--- src/rtl/hazard_unit.sv ---
// Pipeline hazard unit: load-use stall detection and forwarding selects for a
// five-stage pipeline, with shadow copies of the EX and M destination fields.
module hazard_unit (
  input  logic       clk,
  input  logic       rst_n,
  input  logic [3:0] d_rs,
  input  logic [3:0] d_rt,
  input  logic       d_rs_used,
  input  logic       d_rt_used,
  input  logic [3:0] d_dst,
  input  logic       d_writes_reg,
  input  logic       d_is_load,
  input  logic       d_is_store,
  input  logic       flush,
  input  logic       freeze,
  output logic       stall,
  output logic [1:0] ex_ex_forwarding,
  output logic [1:0] ex_mem_forwarding,
  output logic       mem_mem_forwarding
);

  logic [3:0] ex_dst_r;
  logic       ex_wr_r;
  logic       ex_load_r;
  logic       ex_mm_r;
  logic [3:0] m_dst_r;
  logic       m_wr_r;

  logic       ex_rs_s, ex_rt_s, m_rs_s, m_rt_s;
  logic       load_rs_s, load_rt_s;
  logic       bubble_s, mm_pend_s;
  logic [1:0] fwd_ex_s, fwd_mem_s;

  // R0 is hardwired to zero, so it never creates a dependency.
  function automatic logic hits(input logic [3:0] r, input logic used,
                                input logic [3:0] dst, input logic wr);
    return wr && used && (dst == r) && (r != 4'd0);
  endfunction

  // Operand compares, load-use detection and next forwarding selects.
  always_comb begin
    ex_rs_s   = hits(d_rs, d_rs_used, ex_dst_r, ex_wr_r);
    ex_rt_s   = hits(d_rt, d_rt_used, ex_dst_r, ex_wr_r);
    m_rs_s    = hits(d_rs, d_rs_used, m_dst_r, m_wr_r);
    m_rt_s    = hits(d_rt, d_rt_used, m_dst_r, m_wr_r);
    load_rs_s = ex_rs_s && ex_load_r;
    load_rt_s = ex_rt_s && ex_load_r;
    // Store data from a load in EX can be picked up in M instead of stalling.
    mm_pend_s = d_is_store && load_rt_s && !load_rs_s;
    stall     = (load_rs_s || (load_rt_s && !d_is_store)) && !flush;
    bubble_s  = load_rs_s || (load_rt_s && !d_is_store) || flush;
    fwd_ex_s  = {ex_rt_s, ex_rs_s};
    fwd_mem_s = {m_rt_s && !ex_rt_s, m_rs_s && !ex_rs_s};
  end

  // Shadow pipeline entries and registered forwarding outputs.
  always_ff @(posedge clk or negedge rst_n) begin
    if (!rst_n) begin
      ex_dst_r           <= 4'd0;
      ex_wr_r            <= 1'b0;
      ex_load_r          <= 1'b0;
      ex_mm_r            <= 1'b0;
      m_dst_r            <= 4'd0;
      m_wr_r             <= 1'b0;
      ex_ex_forwarding   <= 2'b00;
      ex_mem_forwarding  <= 2'b00;
      mem_mem_forwarding <= 1'b0;
    end else if (!freeze) begin
      m_dst_r            <= ex_dst_r;
      m_wr_r             <= ex_wr_r;
      mem_mem_forwarding <= ex_mm_r;
      if (bubble_s) begin
        ex_dst_r          <= 4'd0;
        ex_wr_r           <= 1'b0;
        ex_load_r         <= 1'b0;
        ex_mm_r           <= 1'b0;
        ex_ex_forwarding  <= 2'b00;
        ex_mem_forwarding <= 2'b00;
      end else begin
        ex_dst_r          <= d_dst;
        ex_wr_r           <= d_writes_reg;
        ex_load_r         <= d_is_load;
        ex_mm_r           <= mm_pend_s;
        ex_ex_forwarding  <= fwd_ex_s;
        ex_mem_forwarding <= fwd_mem_s;
      end
    end
  end

endmodule

--- config.mk ---
export PLATFORM = sky130hd
export DESIGN_NAME = hazard_unit
export DESIGN_NICKNAME = d
export VERILOG_FILES = /design/src/rtl/hazard_unit.sv
export SDC_FILE = /design/constraint.sdc
export NUM_CORES = 1
export LEC_CHECK = 0
export CAP_MARGIN = 20
export CORE_AREA = 2 2 51 53
export DETAILED_ROUTE_END_ITERATION = 7
export DIE_AREA = 0 0 53 55
export PLACE_DENSITY_LB_ADDON = 0.1
export SYNTH_ARGS = -nofsm -noshare
export SYNTH_HDL_FRONTEND = slang
export SYNTH_SLANG_ARGS = --single-unit
--- constraint.sdc ---
create_clock -name clk -period 2.1 [get_ports clk]
set_clock_uncertainty 0.2 [all_clocks]
set_input_delay 0.21 -clock clk [delete_from_list [all_inputs] [get_ports clk]]
set_output_delay 0.21 -clock clk [all_outputs]
set_load 0.02 [all_outputs]
# Word-level counts from Yosys, hierarchy flattened
# Cells that the tools add are included.
# totals
reg_bits,17
wordCells,48
out_inout_bits,6
# op_classes
eq_ne,4
n_mux,6
reduce_logical,29
# op_table
cell,n
logical AND 1 bit,20
== test 4 bit,4
nonzero test 4 bit,2
logical NOT 1 bit,5
two-way mux 2 bit,2
two-way mux 4 bit,1
two-way mux 1 bit,3
logical OR 1 bit,2

# Depth between registers and ports, before layout
# depth
depth_word,8
mapped_depth,6
mapped_depth_nobuf,4

# Worst setup path before layout
# No wires, ideal clock.
# synth_path
path_kind,reg-to-output
start,register ex_dst_r[3]
end,output stall
required_time_ns,1.690
path_buffers,0
slack_ns,-0.286
path_stages_with_launch,5
t_arrival_ns,1.976
path_cell_list,dfrtp_1 xor2_1 or4_4 or3_1 a211oi_1
# synth_via
elab_chain_cells,7
# synth_lines
element,line_no,rtl
from (decl),22,logic [3:0] ex_dst_r;
from (signal assigned),80,ex_dst_r <= d_dst;
== test 4 bit,37,return wr && used && (dst == r) && (r != 4'd0);
logical AND 1 bit (2 in series),37,
logical AND 1 bit,47,load_rt_s = ex_rt_s && ex_load_r;
logical AND 1 bit,50,stall = (load_rs_s || (load_rt_s && !d_is_store)) && !flush;
logical OR 1 bit (*),50,
logical AND 1 bit (*),50,
to (decl),16,"output logic stall,"
# Every way passes the cells marked *; elsewhere a longest branch is shown, timed or not.

# Worst setup path in the final report
# layout_path
start,register ex_dst_r[2]
end,output stall
# Same word-level chain as after synthesis.

==> summary.md <==
| Metric | Value |
|---|---|
| Worst-Skew Late Latency | `300 ps` |
| CTS max path bufs | `2` |
| Die Y | `55 µm` |
| Final Setup Violations | `11` |
| WP data required | `1690 ps` |
| Slew Viols, Final | `0` |
| Count of yosys warnings during synthesis | `0` |
| Initial Utilization | `0.395` |
| NumNets Final | `about 150` |
| CP Cell Sequence | `xor2_1 -> or4_4 -> or3_4 -> a211oi_4 -> buf_6` |
| Max Fclk | `393 MHz` |
| DIE WIDTH | `approximately 53 µm` |
| Clock sink count | `17` |
| Vias per cell | `5.41` |
| Reg clk slew, reported paths | `110 ps` |
| Max transition margin | `0.721` |
| P&R area growth vs syn | `55.8%` |
| Final GP Congestion | `0.863` |
| Routed wire length per instance | `15.7 µm` |
| Syn Std Cell Area | `~930 µm²` |
| Syn_nets | `103` |
| #FFs+latches synth | `17` |
| Crit Path Max Fanout | `3` |
| LEAKAGE | `between 0.6 and 0.7 nW` |
| Avg Inst Size Synth | `approximately 11 µm²` |
| Crit-path leading delay family | `simple AND/OR/NAND/NOR gates` |
| CTS tree | `done` |
| RSZ-0062 raised after global routing | `true` |
| Total grt overflow | `0` |
| Max VDD drop | `447 µV` |
| Port Buffer Count | `26` |
| Pre-antenna DRT Iters | `4` |
| Post-synth top area share | `0.456` |
| Failing checks | `negative setup slack` |
| Cts hold-fix bufs | `0` |
| PnR worst setup slack | `-445 ps` |
| Antenna diodes | `0` |
| Area leader, netlist | `dfrtp_1` |
| Hold WC Path Type | `in -> async` |
| R2R Setup Slk | `-350 ps` |
| CTS root buffer | `clkbuf_4` |
| CTS Buf Count | `3` |
| Share of post-route cells with drive strength above 1 | `0.362` |
| Startpoint types | `flop` |
| Number of global-route vias before repair | `916` |
| Synth unique cells | `25` |
| WP data arrival | `2130 ps` |
| WP buf/inv | `1` |
| Sequential area share after synthesis | `0.456` |
| H-tree Lvls | `1` |
| IO Count | `27` |
| Slowest-stage cell, CP | `or4_4` |
| All-Layer GR Usage | `0.197` |
| Synth Instances | `between 80 and 90` |
| Initial antenna violation count | `0` |
| Vias | `~870` |
| PD cells | `just over 500 mW/mm²` |
| Period minus WS final | `between 2000 and 3000 ps` |
| Pin count of the biggest net entering global routing | `19` |
| Total Wirelength | `2.51 mm` |
| Slew at the pin closest to its max-slew limit | `408 ps` |
| First-pass GRT wire length | `4.09 mm` |
| Worst hold margin | `roughly 24 ps` |
| Status | `finished, violations left` |
| Crit Path Class | `reg -> out` |
| Placeable Area | `approximately 0.0024 mm²` |
| Max Cap Viol | `0` |
| Top cells by area, synth | `dfrtp_1, xor2_1, mux2_2` |
| DR iter-0 viols | `10` |
| Util after Layout | `0.615` |
| Row count | `18` |
| Final Hold Fails | `0` |
| Post-DP HPWL | `1.85 mm` |
| Crit end category | `output port` |
| Worst path max stage delay | `~520 ps` |
| Residual DRC count | `0` |
| Die area | `0.00292 mm²` |
| Tcrit/Tclk final | `1.21` |
| ANT nets after route | `0` |
-- cell families after synthesis --
| logic type | count (synthesis) | share of synthesized area |
|---|---|---|
| muxes | 6 | 0.0724 |
| DFF | 17 | 0.456 |
| AOI/OAI and AO/OA | 18 | 0.181 |
| xor gates and xnor gates | 14 | 0.131 |
| and+or+nand+nor | 22 | 0.125 |
| buffers and inverters | 5 | 0.0348 |
-- Yosys cell counts --
master          n
o31ai_1         3
a2111oi_0       2
dlygate4sd1_1   1
nor2_1          2
nand2_1         8
o31a_1          1
a211oi_1        1
inv_1           1
mux2_2          6
o41ai_1         3
xor2_1         10
or3_1           3
or4_1           2
nand3_1         1
nand4_1         1
or2_1           2
a32o_2          5
a32o_1          3
or4_4           1
buf_6           1
xnor2_1         4
buf_2           1
nor3_1          2
clkbuf_1        1
dfrtp_1        17
-- area by class of cell --
class / instances / area (µm²)
Inverter: 1 / 3.75
Tap cell: 30 / 37.5
Sequential cell: 17 / 425
Multi-Input combinational cell: 60 / 518
Fill cell: 238 / 911
Clock buffer: 3 / 22.5
Timing Repair Buffer: 48 / 442
Clock inverter: 1 / 5.00
-- registers in the layout, indices dropped and copies added, names as in the netlist --
| signal | count |
|---|---|
| ex_dst_r | 4 |
| ex_ex_forwarding | 2 |
| m_wr_r | 1 |
| ex_wr_r | 1 |
| ex_mm_r | 1 |
| ex_mem_forwarding | 2 |
| mem_mem_forwarding | 1 |
| m_dst_r | 4 |
| ex_load_r | 1 |
-- report_power, final --
part           switching (W)  internal (W)
combinational      0.0000698      0.000108
sequential         0.0000255      0.000347
clock               0.000114     0.0000709
total               0.000210      0.000526
-- final timing paths --
path / start / endpoint / cells past startpoint
max: ex_dst_r[2]$_DFFE_PN0N_ / stall / 5
min: rst_n / ex_ex_forwarding[1]$_DFFE_PN0N_ / 2
max reg2reg: ex_dst_r[2]$_DFFE_PN0N_ / ex_dst_r[0]$_DFFE_PN0N_ / 6
min reg2reg: ex_mm_r$_DFFE_PN0N_ / ex_mm_r$_DFFE_PN0N_ / 2
max in group asynchronous: rst_n / ex_mem_forwarding[0]$_DFFE_PN0N_ / 2
min in group clk: ex_mm_r$_DFFE_PN0N_ / ex_mm_r$_DFFE_PN0N_ / 2
-- placed cells by master, fill, tap and decap left out, drive strengths merged, types with 3 or more instances in the layout --
cell type	count
o41ai	3
clkdlybuf4s50	25
xnor2	4
xor2	10
nand2	8
buf	23
or3	3
o31ai	3
mux2	6
or4	3
a32o	8
dfrtp	17
clkbuf	3
-- through the flow --
stage | cells | setup WS (ps) | total power, W | area, µm² | setup TNS, ps
floorplan | 82 | -84.7 | 0.000444 | 956 | -621
global placement | 153 | -848 | 0.000545 | 1360 | -4120
detailed placement | 153 | -897 | 0.000551 | 1360 | -4490
CTS | 159 | -473 | 0.000736 | 1430 | -3640
global route | 160 | -510 | 0.000772 | 1450 | -3930
finish | 160 | -445 | 0.000736 | 1450 | -3150
-- per-layer routing --
metal / global-route usage / up-vias / routed length (µm)
met3: 0.0269 / 2 / 114
met5: 0 / - / 0
met2: 0.350 / 25 / 1340
met4: 0.0769 / 0 / 13
met1: 0.242 / 426 / 1030
li1: - / 412 / -
-- repair_timing --
action,CTS,global route
buffers inserted,2,1
pin swaps,14,6
setup endpoints to repair,10,12
endpoints found under the hold margin,0,0
resized for setup,11,5
Note: power is estimated with default switching activity, not from simulation.
